--- src/rtl/multicycle_control_fsm_pkg.sv ---
// Shared encodings for the multicycle RV32I control unit: states, opcodes and mux selects.
// Both the top-level FSM and the ALU decoder import this package.
package multicycle_control_fsm_pkg;

    typedef enum logic [3:0] {
        StFetch,
        StDecode,
        StMemAdr,
        StMemRead,
        StMemWb,
        StMemWrite,
        StExecuteR,
        StExecuteI,
        StAluWb,
        StJal,
        StBranch,
        StTrap
    } state_e;

    localparam logic [6:0] OpLoad   = 7'b0000011;
    localparam logic [6:0] OpStore  = 7'b0100011;
    localparam logic [6:0] OpRtype  = 7'b0110011;
    localparam logic [6:0] OpItype  = 7'b0010011;
    localparam logic [6:0] OpJal    = 7'b1101111;
    localparam logic [6:0] OpBranch = 7'b1100011;

    typedef enum logic [2:0] {
        ImmI = 3'b000,
        ImmS = 3'b001,
        ImmB = 3'b010,
        ImmJ = 3'b100
    } imm_src_e;

    typedef enum logic [2:0] {
        AluAdd = 3'b000,
        AluSub = 3'b001,
        AluAnd = 3'b010,
        AluOr  = 3'b011,
        AluSlt = 3'b101
    } alu_control_e;

    typedef enum logic [1:0] {
        AluOpAdd   = 2'b00,
        AluOpSub   = 2'b01,
        AluOpFunct = 2'b10
    } alu_op_e;

    typedef enum logic [1:0] {
        ResAluOut    = 2'b00,
        ResData      = 2'b01,
        ResAluResult = 2'b10
    } result_src_e;

    typedef enum logic [1:0] {
        SrcAPc    = 2'b00,
        SrcAOldPc = 2'b01,
        SrcARs1   = 2'b10
    } src_a_e;

    typedef enum logic [1:0] {
        SrcBRs2  = 2'b00,
        SrcBImm  = 2'b01,
        SrcBFour = 2'b10
    } src_b_e;

    // Unknown opcodes fall back to the I-type layout.
    function automatic imm_src_e imm_src_of(input logic [6:0] op);
        case (op)
            OpStore:  return ImmS;
            OpBranch: return ImmB;
            OpJal:    return ImmJ;
            default:  return ImmI;
        endcase
    endfunction

endpackage

--- src/rtl/multicycle_control_fsm_alu_decoder.sv ---
// Combinational ALU control decode from the FSM's alu_op and the instruction funct fields.
module multicycle_control_fsm_alu_decoder
    import multicycle_control_fsm_pkg::*;
(
    input  alu_op_e      alu_op,
    input  logic [2:0]   funct3,
    input  logic         op5,
    input  logic         funct7_5,
    output alu_control_e alu_control
);

    always_comb begin
        alu_control = AluAdd;
        case (alu_op)
            AluOpSub: alu_control = AluSub;
            AluOpFunct: begin
                case (funct3)
                    // Only R-type (op5=1) can encode SUB; ADDI ignores funct7.
                    3'b000:  alu_control = (op5 && funct7_5) ? AluSub : AluAdd;
                    3'b010:  alu_control = AluSlt;
                    3'b110:  alu_control = AluOr;
                    3'b111:  alu_control = AluAnd;
                    default: alu_control = AluAdd;
                endcase
            end
            default: alu_control = AluAdd;
        endcase
    end

endmodule

--- src/rtl/multicycle_control_fsm.sv ---
// Multicycle RV32I main control FSM with memory-ready stalls.
// Define ILLEGAL_TRAP_EN to lock into a trap state on unknown opcodes.
module multicycle_control_fsm
    import multicycle_control_fsm_pkg::*;
(
    input  logic       clk,
    input  logic       rst_n,
    input  logic [6:0] op,
    input  logic [2:0] funct3,
    input  logic       funct7_5,
    input  logic       zero,
    input  logic       mem_ready,
    output logic       pc_write,
    output logic       adr_src,
    output logic       mem_write,
    output logic       ir_write,
    output logic [1:0] result_src,
    output logic [1:0] alu_src_a,
    output logic [1:0] alu_src_b,
    output logic       reg_write,
    output logic [2:0] imm_src,
    output logic [2:0] alu_control,
    output logic       illegal_instr
);

    state_e       state_q;
    logic         pc_update;
    logic         branch;
    logic         adr_sel;
    logic         mem_wr;
    logic         ir_wr;
    logic         reg_wr;
    result_src_e  res_sel;
    src_a_e       a_sel;
    src_b_e       b_sel;
    alu_op_e      alu_op;
    alu_control_e alu_ctl;

    always_ff @(posedge clk) begin
        if (!rst_n) begin
            state_q <= StFetch;
        end else begin
            unique case (state_q)
                StFetch:  if (mem_ready) state_q <= StDecode;
                StDecode: begin
                    case (op)
                        OpLoad, OpStore: state_q <= StMemAdr;
                        OpRtype:         state_q <= StExecuteR;
                        OpItype:         state_q <= StExecuteI;
                        OpJal:           state_q <= StJal;
                        OpBranch:        state_q <= StBranch;
`ifdef ILLEGAL_TRAP_EN
                        default:         state_q <= StTrap;
`else
                        default:         state_q <= StFetch;
`endif
                    endcase
                end
                StMemAdr:   state_q <= op[5] ? StMemWrite : StMemRead;
                StMemRead:  if (mem_ready) state_q <= StMemWb;
                StMemWb:    state_q <= StFetch;
                StMemWrite: if (mem_ready) state_q <= StFetch;
                StExecuteR: state_q <= StAluWb;
                StExecuteI: state_q <= StAluWb;
                StAluWb:    state_q <= StFetch;
                StJal:      state_q <= StAluWb;
                StBranch:   state_q <= StFetch;
                StTrap:     state_q <= StTrap;
                default:    state_q <= StFetch;
            endcase
        end
    end

    always_comb begin
        pc_update = 1'b0;
        branch    = 1'b0;
        adr_sel   = 1'b0;
        mem_wr    = 1'b0;
        ir_wr     = 1'b0;
        reg_wr    = 1'b0;
        res_sel   = ResAluOut;
        a_sel     = SrcAPc;
        b_sel     = SrcBRs2;
        alu_op    = AluOpAdd;
        unique case (state_q)
            StFetch: begin
                b_sel     = SrcBFour;
                res_sel   = ResAluResult;
                ir_wr     = mem_ready;
                pc_update = mem_ready;
            end
            // Branch target is computed here and parked in ALUOut.
            StDecode: begin
                a_sel = SrcAOldPc;
                b_sel = SrcBImm;
            end
            StMemAdr: begin
                a_sel = SrcARs1;
                b_sel = SrcBImm;
            end
            StMemRead: adr_sel = 1'b1;
            StMemWb: begin
                res_sel = ResData;
                reg_wr  = 1'b1;
            end
            StMemWrite: begin
                adr_sel = 1'b1;
                mem_wr  = 1'b1;
            end
            StExecuteR: begin
                a_sel  = SrcARs1;
                b_sel  = SrcBRs2;
                alu_op = AluOpFunct;
            end
            StExecuteI: begin
                a_sel  = SrcARs1;
                b_sel  = SrcBImm;
                alu_op = AluOpFunct;
            end
            StAluWb: reg_wr = 1'b1;
            StJal: begin
                a_sel     = SrcAOldPc;
                b_sel     = SrcBFour;
                pc_update = 1'b1;
            end
            StBranch: begin
                a_sel  = SrcARs1;
                b_sel  = SrcBRs2;
                alu_op = AluOpSub;
                branch = 1'b1;
            end
            StTrap:  ;
            default: ;
        endcase
    end

    multicycle_control_fsm_alu_decoder u_alu_decoder (
        .alu_op      (alu_op),
        .funct3      (funct3),
        .op5         (op[5]),
        .funct7_5    (funct7_5),
        .alu_control (alu_ctl)
    );

    // Reset is synchronous, so the gating below keeps enables quiet during the reset cycle itself.
    assign pc_write    = rst_n & (pc_update | (branch & (zero ^ funct3[0])));
    assign adr_src     = rst_n & adr_sel;
    assign mem_write   = rst_n & mem_wr;
    assign ir_write    = rst_n & ir_wr;
    assign reg_write   = rst_n & reg_wr;
    assign result_src  = rst_n ? res_sel : ResAluOut;
    assign alu_src_a   = rst_n ? a_sel : SrcAPc;
    assign alu_src_b   = rst_n ? b_sel : SrcBRs2;
    assign imm_src     = rst_n ? imm_src_of(op) : ImmI;
    assign alu_control = rst_n ? alu_ctl : AluAdd;

`ifdef ILLEGAL_TRAP_EN
    assign illegal_instr = rst_n & (state_q == StTrap);
`else
    assign illegal_instr = 1'b0;
`endif

endmodule

--- config.mk ---
export PLATFORM = sky130hd
export DESIGN_NAME = multicycle_control_fsm
export DESIGN_NICKNAME = d
export VERILOG_FILES = /design/src/rtl/multicycle_control_fsm_pkg.sv /design/src/rtl/multicycle_control_fsm_alu_decoder.sv /design/src/rtl/multicycle_control_fsm.sv
export SDC_FILE = /design/constraint.sdc
export NUM_CORES = 1
export LEC_CHECK = 0
export ABC_AREA = 0
export BUFFER_PORTS_ARGS = -buffer_cell sky130_fd_sc_hd__buf_4
export CORE_MARGIN = 2
export CORE_UTILIZATION = 48
export DETAILED_ROUTE_END_ITERATION = 16
export PLACE_DENSITY = 0.86
export SYNTH_ARGS = -nofsm -noshare
export SYNTH_HDL_FRONTEND = slang
export SYNTH_HIERARCHICAL = 1
export SYNTH_SLANG_ARGS = --single-unit
--- constraint.sdc ---
create_clock -name clk -period 3 [get_ports clk]
set_input_delay 0.6 -clock clk [delete_from_list [all_inputs] [get_ports clk]]
set_output_delay 0.6 -clock clk [all_outputs]
set_load 0.01 [all_outputs]
---- Yosys cells after proc, flatten, opt, wreduce, memory -nomap -nowiden ----
Index checks and enable logic that the tools add are counted.
word-level totals
  input bits .............................. 15
  output and inout bits ................... 18
  bits in registers ....................... 4
cells by class
  mux-type cells .......................... 25
  eq/ne operators ......................... 25
  reductions and logical operators ........ 13
  bitwise operators ....................... 8
operator list
  cell                                                              number
  4-bit one-hot mux with 7 select lines                             1
  4-bit one-hot mux with 5 select lines                             1
  4-bit by 3-bit == test with 1-bit output (second input constant)  4
  4-bit == test (second input constant)                             4
  2-bit one-hot mux with 2 select lines                             4
  7-bit by 6-bit == test with 1-bit output (second input constant)  2
  7-bit == test (second input constant)                             2
  4-bit 2-to-1 mux                                                  3
  3-bit one-hot mux with 4 select lines                             1
  2-bit OR reduction                                                6
  3-bit 2-to-1 mux                                                  3
  3-bit one-hot mux with 3 select lines                             1
  4-bit by 2-bit == test with 1-bit output (second input constant)  2
  7-bit by 2-bit == test with 1-bit output (second input constant)  1
  7-bit by 5-bit == test with 1-bit output (second input constant)  1
  1-bit AND                                                         6
  3-bit == test (second input constant)                             2
  1-bit 2-to-1 mux                                                  6
  2-bit 2-to-1 mux                                                  3
  2-bit != test (second input constant)                             3
  3-bit one-hot mux with 2 select lines                             1
  3-bit OR reduction                                                2
  4-bit by 1-bit == test with 1-bit output (second input constant)  1
  4-bit zero test                                                   1
  other kinds (10)                                                  10

---- Longest topological paths before layout ----
Gate-level depths: netlist (run 1).
  word-level depth ........................ 6
  gate-level depth with buffers ........... 7

---- Cells and area by module ----
Netlist (run 1), hierarchy kept.
modules (own cells, without submodules)
  module                              times used  cells each  area an instance (µm²)
  multicycle_control_fsm              1           89          584.3
  multicycle_control_fsm_alu_decoder  1           11          96.3

---- Worst setup path after synthesis (run 1) ----
No wires, ideal clock.
  path type ............................... reg-to-output
  start ................................... reg state_q[2]
  end ..................................... out alu_control[2]
  setup slack ............................. 0.780 ns
  path buffers ............................ 1
  cell stages (with the launch flop) ...... 6
  arrival time ............................ 1.620 ns
  path through ............................ dfxtp_1 -> buf_1 -> and3_1 -> ha_1 -> nor4b_1 -> and2_1
between the ends
  cells in the longest elaborated chain, start to end .. 6
  elaborated cells between the ends (all ways) .. 9
  those cells by class .................... eq/ne: 5; mux: 3; reduce/logical: 1
RTL lines
  what                                                                       line                                      RTL
  from (decl)                                                                multicycle_control_fsm.sv:26              state_e state_q;
  from (signal assigned)                                                     multicycle_control_fsm.sv:41              state_q <= StFetch;
  from (signal assigned)                                                     multicycle_control_fsm.sv:44              StFetch: if (mem_ready) state_q <= StDecode;
  from (signal assigned)                                                     multicycle_control_fsm.sv:47              OpLoad, OpStore: state_q <= StMemAdr;
  4-bit by 3-bit == test with 1-bit output                                   multicycle_control_fsm.sv:85              unique case (state_q)
  2-bit OR reduction (no source line)                                        n/a
  2-bit one-hot mux with 2 select lines *                                    multicycle_control_fsm.sv:85
  named net alu_op[1]                                                        multicycle_control_fsm.sv:36              alu_op_e alu_op;
  2-bit == test or 2-bit by 1-bit == test with 1-bit output (tied branches)  multicycle_control_fsm_alu_decoder.sv:14  case (alu_op)
  3-bit one-hot mux with 2 select lines *                                    multicycle_control_fsm_alu_decoder.sv:14
  named net alu_ctl[2]                                                       multicycle_control_fsm.sv:37              alu_control_e alu_ctl;
  3-bit 2-to-1 mux *                                                         multicycle_control_fsm.sv:155             assign alu_control = rst_n ? alu_ctl : AluAdd;
  to (decl)                                                                  multicycle_control_fsm.sv:22              output logic [2:0] alu_control,
The timed path passes the listed nets; every way through them passes the cells marked *.

---- Worst setup path after layout (run 1) ----
  start ................................... reg state_q[3]
  end ..................................... out alu_control[2]
Same word-level chain as after synthesis.

==> impl_metrics.tcl, run 1 <==
set metrics [dict create \
    synthArstFlopShare_pct 0 \
    regMostFlops "state_q" \
    synthMuxAreaShare_pct 0 \
    ys_seq_area_share_pct 11.8 \
    grt_usage_pct 19.3 \
    layout_min_cycle_time_ns 2.75 \
    cp_max_fo 13 \
    ios 33 \
    die_h_um 41.7 \
    dr.first_iter.drc_count 10 \
    vdd_drop_max_uv 221 \
    antenna_found_initial 0 \
    grt_remaining_overflow 0 \
    firstDrtPassIters 5 \
    coreArea_um2 1320 \
    reg.largest.list "state_q x4" \
    grt_pass1_vias 665 \
    synthFlopType "dfxtp_1" \
    cts_setup_buffers 0 \
    routedWlPerCell_um 11.9 \
    final_layout_size_suffix_gt1_share_pct 31.3 \
    path_class "flip-flop to primary output" \
    clk_latency_ns 0.22 \
    grt_max_degree 16 \
    ant_nets 0 \
    largest_register_ffs 4 \
    layout_commonest_cell "buf_4" \
    synth_top_family_by_area "simple AND/OR/NAND/NOR gates" \
    syn_area_um2 681 \
    nets 147 \
    fin_ws_ns 0.249 \
    ctsHoldBuffers 0 \
    synth_cell_types 39 \
    die_w_um 41.7 \
    clock_path_buffers 2 \
    reg2regPathDepth 4 \
    areaGrowthSynthToFinish_pct 36.4 \
    synth_xor_area_share_pct 6.43 \
    powerDensity_nw_per_um2 214 \
    cap_violations 0 \
    n_antenna_cell 0 \
    required_ns 2.40 \
    h-tree-depth 1 \
    whs_endpoint "state_q[0]" \
    synthSimpleGateAreaFrac_pct 49.4 \
    dieArea_um2 1740 \
    syn_area_per_cell_um2 6.81 \
    reg2reg_slack_ns 0.95 \
    dp_slack_ns 0.486 \
    reg2reg_to "state_q[0]" \
    min_path_type "input pin to flip-flop" \
    synth-adder-area-share_pct 3.68 \
    num_vias 831 \
    synth_compound_area_share_pct 21.0 \
    fmax_mhz 364 \
    p_leak_nw 0.389 \
    cts_resized 0 \
    cts_root_buffer "clkbuf_4" \
    viasPerCell 5.81 \
    fin_skew_ns 0.000406 \
    hold_depth 2 \
    min_from "rst_n" \
    start_kind "flip-flop" \
    cp-end-kind "primary output" \
    grt_pass1_wl_um 2800 \
    cts.clk_slew.worst_paths_ns 0.04 \
    rows 13 \
    dp_hpwl_um 1330 \
    synth_top_cell_area_share_pct 11.8 \
    synth_area_leaders "dfxtp_1, nor2_1, nor2b_1" \
    rsz0062_at_grt "false" \
    cts.sinks 4 \
    slew_viol_final 0 \
    start_util_pct 51.7 \
    synth_top_area_cell "dfxtp_1" \
    cts_inserted_buffers 3 \
    final_cell_mix "buf_4, nor2_1, inv_1, nor2b_1" \
    cts_tree "done" \
    place_congestion 0.832 \
    routed_wl_um 1700 \
    drc_errors 0 \
    critical_path_arrival_ns 2.15 \
    status "complete, no violations" \
    synthCells 100 \
    finalSetupViolCount 0 \
    synth_fp_nets 117 \
    synth_warnings 6 \
    synth_seq_cells 4 \
    regToRegStartpoint "state_q[0]" \
    finalHoldViolations 0 \
    timing.setup.tns_ns 0 \
    fin_crit_sh_pct 91.7 \
    synth-edff-count 0 \
    port-buffer-count 31 \
]
[per-layer routing]
metal | GRT usage [%] | wire, um | up-vias
li1 | - | - | 418
met3 | 1.30 | 109 | 2
met2 | 33.1 | 801 | 35
met1 | 26.2 | 770 | 376
met5 | 0 | 0 | -
met4 | 4.52 | 21 | 0
[critical path, cell delays in order (launching register included)]
cell and delay, ns:
dfxtp_1 0.57, inv_1 0.16, nor3_1 0.26, inv_1 0.08, ha_1 0.33, nor4b_1 0.26
and2_1 0.15, buf_4 0.11
[layout make-up]
type                       instances  area [um^2]
sequential                         4         80.1
tap                               15         18.8
fill                             114          389
multi-input combinational         84          552
inverter                           6         22.5
clock buffer                       3         22.5
timing repair buffer              31          233
[cells by family after synthesis]
logic type / after synthesis
compound gates: 20
fa+ha+maj: 2
other cells: 1
buf+inv: 12
xor+xnor: 5
flops: 4
simple gates: 56
[cell usage after synthesis (3+ instances only)]
master	count
nand2b_1	4
nor4_1	4
a21oi_1	5
xnor2_1	4
nand3b_1	3
nand3_1	3
nor3_1	5
dfxtp_1	4
nand2_1	5
nor2b_1	6
inv_1	6
o22ai_1	3
buf_1	3
nor2_1	12
and2_1	4
[where the power goes]
| part | leakage (nW) | switching (W) | internal (W) |
|---|---|---|---|
| Clock | 0.0138 | 0.0000184 | 0.0000445 |
| Combinational | 0.342 | 0.0000369 | 0.0000381 |
| Sequential | 0.0325 | 0.00000565 | 0.0000551 |
[through the flow]
step | hold WS (ns) | area, um^2 | instances | power [W] | util (%)
floorplan | 0.633 | 681 | 100 | 0.000101 | -
global placement | 0.765 | 906 | 140 | 0.000135 | 68.8
detailed placement | 0.769 | 906 | 140 | 0.000136 | 68.8
CTS | 0.691 | 928 | 143 | 0.000200 | 70.5
global route | 0.692 | 928 | 143 | 0.000217 | 70.5
finish | 0.696 | 928 | 143 | 0.000199 | 70.5
[worst max path at each step]
stage	to	cells after the start	startpoint	slack, ns
after CTS	alu_control[2]	7	state_q[3]	0.24
after global placement	alu_control[2]	7	state_q[3]	0.53
after global routing	alu_control[2]	7	state_q[3]	0.07
after detailed placement	alu_control[2]	7	state_q[3]	0.49
final	alu_control[2]	7	state_q[3]	0.25
after floorplan	alu_control[2]	5	state_q[2]	0.78
Note: power is estimated with default switching activity, not from simulation.
==> inputs of run 2 (changes only) <==
SETUP_SLACK_MARGIN = 0.3   (was unset)
==> impl_metrics.tcl, run 2 (synthesized netlist as in run 1, its figures left out) <==
set metrics [dict create \
    cap_violations 0 \
    ant_nets 0 \
    clock_path_buffers 2 \
    port-buffer-count 31 \
    critPathMaxStageDelay_ns 0.45 \
    routedWlPerCell_um 12.1 \
    die_h_um 41.7 \
    grt_pass1_wl_um 2830 \
    cts.clk_slew.worst_paths_ns 0.04 \
    dpl_cell_area_um2 906 \
    dieArea_um2 1740 \
    vdd_drop_max_uv 209 \
    cts_tree "done" \
    slew_viol_final 0 \
    critical_path_arrival_ns 1.93 \
    place_congestion 0.832 \
    antenna_found_initial 0 \
    hold_depth 2 \
    finalSetupViolCount 0 \
    reg.largest.list "state_q x4" \
    powerDensity_nw_per_um2 213 \
    areaGrowthSynthToFinish_pct 37.7 \
    cts.sinks 4 \
    clk_latency_ns 0.22 \
    finalHoldViolations 0 \
    ctsHoldBuffers 0 \
    timing.hold.ws_ns 0.673 \
    worstPathCellList "inv_1 > nor3_2 > inv_1 > ha_1 > nor4b_1 > and2_1 > buf_4" \
    min_from "state_q[3]" \
    timing.critical_path.mode_cell "inv_1" \
    h-tree-depth 1 \
    p_leak_nw 0.390 \
    die_w_um 41.7 \
    viasPerCell 5.80 \
    grt_max_degree 16 \
    final_layout_size_suffix_gt1_share_pct 34.4 \
    cts_inserted_buffers 3 \
    regMostFlops "state_q" \
    fillers 109 \
    dp_hpwl_um 1330 \
    fmax_mhz 396 \
    utilization_pct 71.1 \
    routed_wl_um 1740 \
    min_path_type "flip-flop to flip-flop" \
    status "complete, no violations" \
    firstDrtPassIters 5 \
    largest_register_ffs 4 \
    path_class "flip-flop to primary output" \
    regToRegStartpoint "state_q[0]" \
    rows 13 \
    cp_max_fo 13 \
    nets 147 \
    grt_remaining_overflow 0 \
    timing.setup.tns_ns 0 \
    n_antenna_cell 0 \
    reg2regPathDepth 4 \
    dr.first_iter.drc_count 34 \
    whs_endpoint "state_q[2]" \
    reg2reg_to "state_q[0]" \
    layout_min_cycle_time_ns 2.53 \
    start_kind "flip-flop" \
    cp-end-kind "primary output" \
    grt_usage_pct 19.4 \
    required_ns 2.40 \
    fin_crit_sh_pct 84.2 \
    cts_root_buffer "clkbuf_4" \
    rsz0062_at_grt "false" \
    dp_cells 140 \
    ios 33 \
    fin_cells 143 \
    final_design_area_no_fill_um2 937 \
    grt_pass1_vias 688 \
    fin_skew_ns 0.000397 \
    start_util_pct 51.7 \
    layout_commonest_cell "buf_4" \
    coreArea_um2 1320 \
    reg2reg_slack_ns 0.91 \
    crit_slowest_cell "dfxtp_2" \
    drc_errors 0 \
    num_vias 829 \
    final_cell_mix "buf_4, nor2_1, inv_1, nor2b_1" \
]
==> run 2: cell count changes in the layout (fill, tap and decap cells not counted) <==
cell     delta
dfxtp_1     -3
nor3_1      -1
nor3_2      +1
dfxtp_2     +3
==> run 2: worst max-delay path, delay by kind of cell, from the launching register on <==
| family | cells | cell delay, ns |
|---|---|---|
| fa+ha+maj | 1 | 0.33 |
| simple gates | 3 | 0.61 |
| buf+inv | 3 | 0.32 |
| flops | 1 | 0.45 |
==> run 2: power breakdown <==
group / internal [W] / switching, W / leakage, nW
Sequential: 0.0000551 / 0.00000611 / 0.0340
Clock: 0.0000445 / 0.0000184 / 0.0138
Combinational: 0.0000381 / 0.0000370 / 0.342
==> run 2: how the worst max path moves through the flow <==
stage          startpoint        endpoint  slack (ns)  depth (start not counted)
2_1_floorplan  state_q[2]  alu_control[2]        0.78                          5
3_3_place_gp   state_q[3]  alu_control[2]        0.53                          7
3_5_place_dp   state_q[3]  alu_control[2]        0.49                          7
4_1_cts        state_q[2]  alu_control[2]        0.32                          7
5_1_grt        state_q[3]  alu_control[2]        0.33                          7
6_report       state_q[3]  alu_control[2]        0.47                          7
==> run 2: through the flow <==
stage                     total power [W]  setup WS [ns]
final                            0.000199          0.473
after global routing             0.000217          0.330
after CTS                        0.000200          0.324
after detailed placement         0.000136          0.486
after global placement           0.000135          0.532
after floorplan                  0.000101          0.780
==> run 2: area by class of cell <==
| class | instances | area [um^2] | share of cell area, % |
|---|---|---|---|
| Multi-Input combinational cell | 84 | 557 | 59.4 |
| Timing Repair Buffer | 31 | 233 | 24.8 |
| Sequential cell | 4 | 83.8 | 8.95 |
| Clock buffer | 3 | 22.5 | 2.40 |
| Inverter | 6 | 22.5 | 2.40 |
| Tap cell | 15 | 18.8 | 2.00 |
==> run 2: repair_timing <==
item | 4_1_cts | 5_1_grt
endpoints found under the setup margin | 2 | 3
resized for setup | 2 | 2
setup buffers | 0 | 0
==> run 2: routing by layer <==
layer  share of wire, %  vias to the layer above  global-route usage [%]
met5                  0                        -                       0
met1                 42                      365                    25.9
met2                 48                       44                    33.4
met4                1.2                        0                    5.16
li1                   -                      418                       -
met3                9.2                        2                    1.30
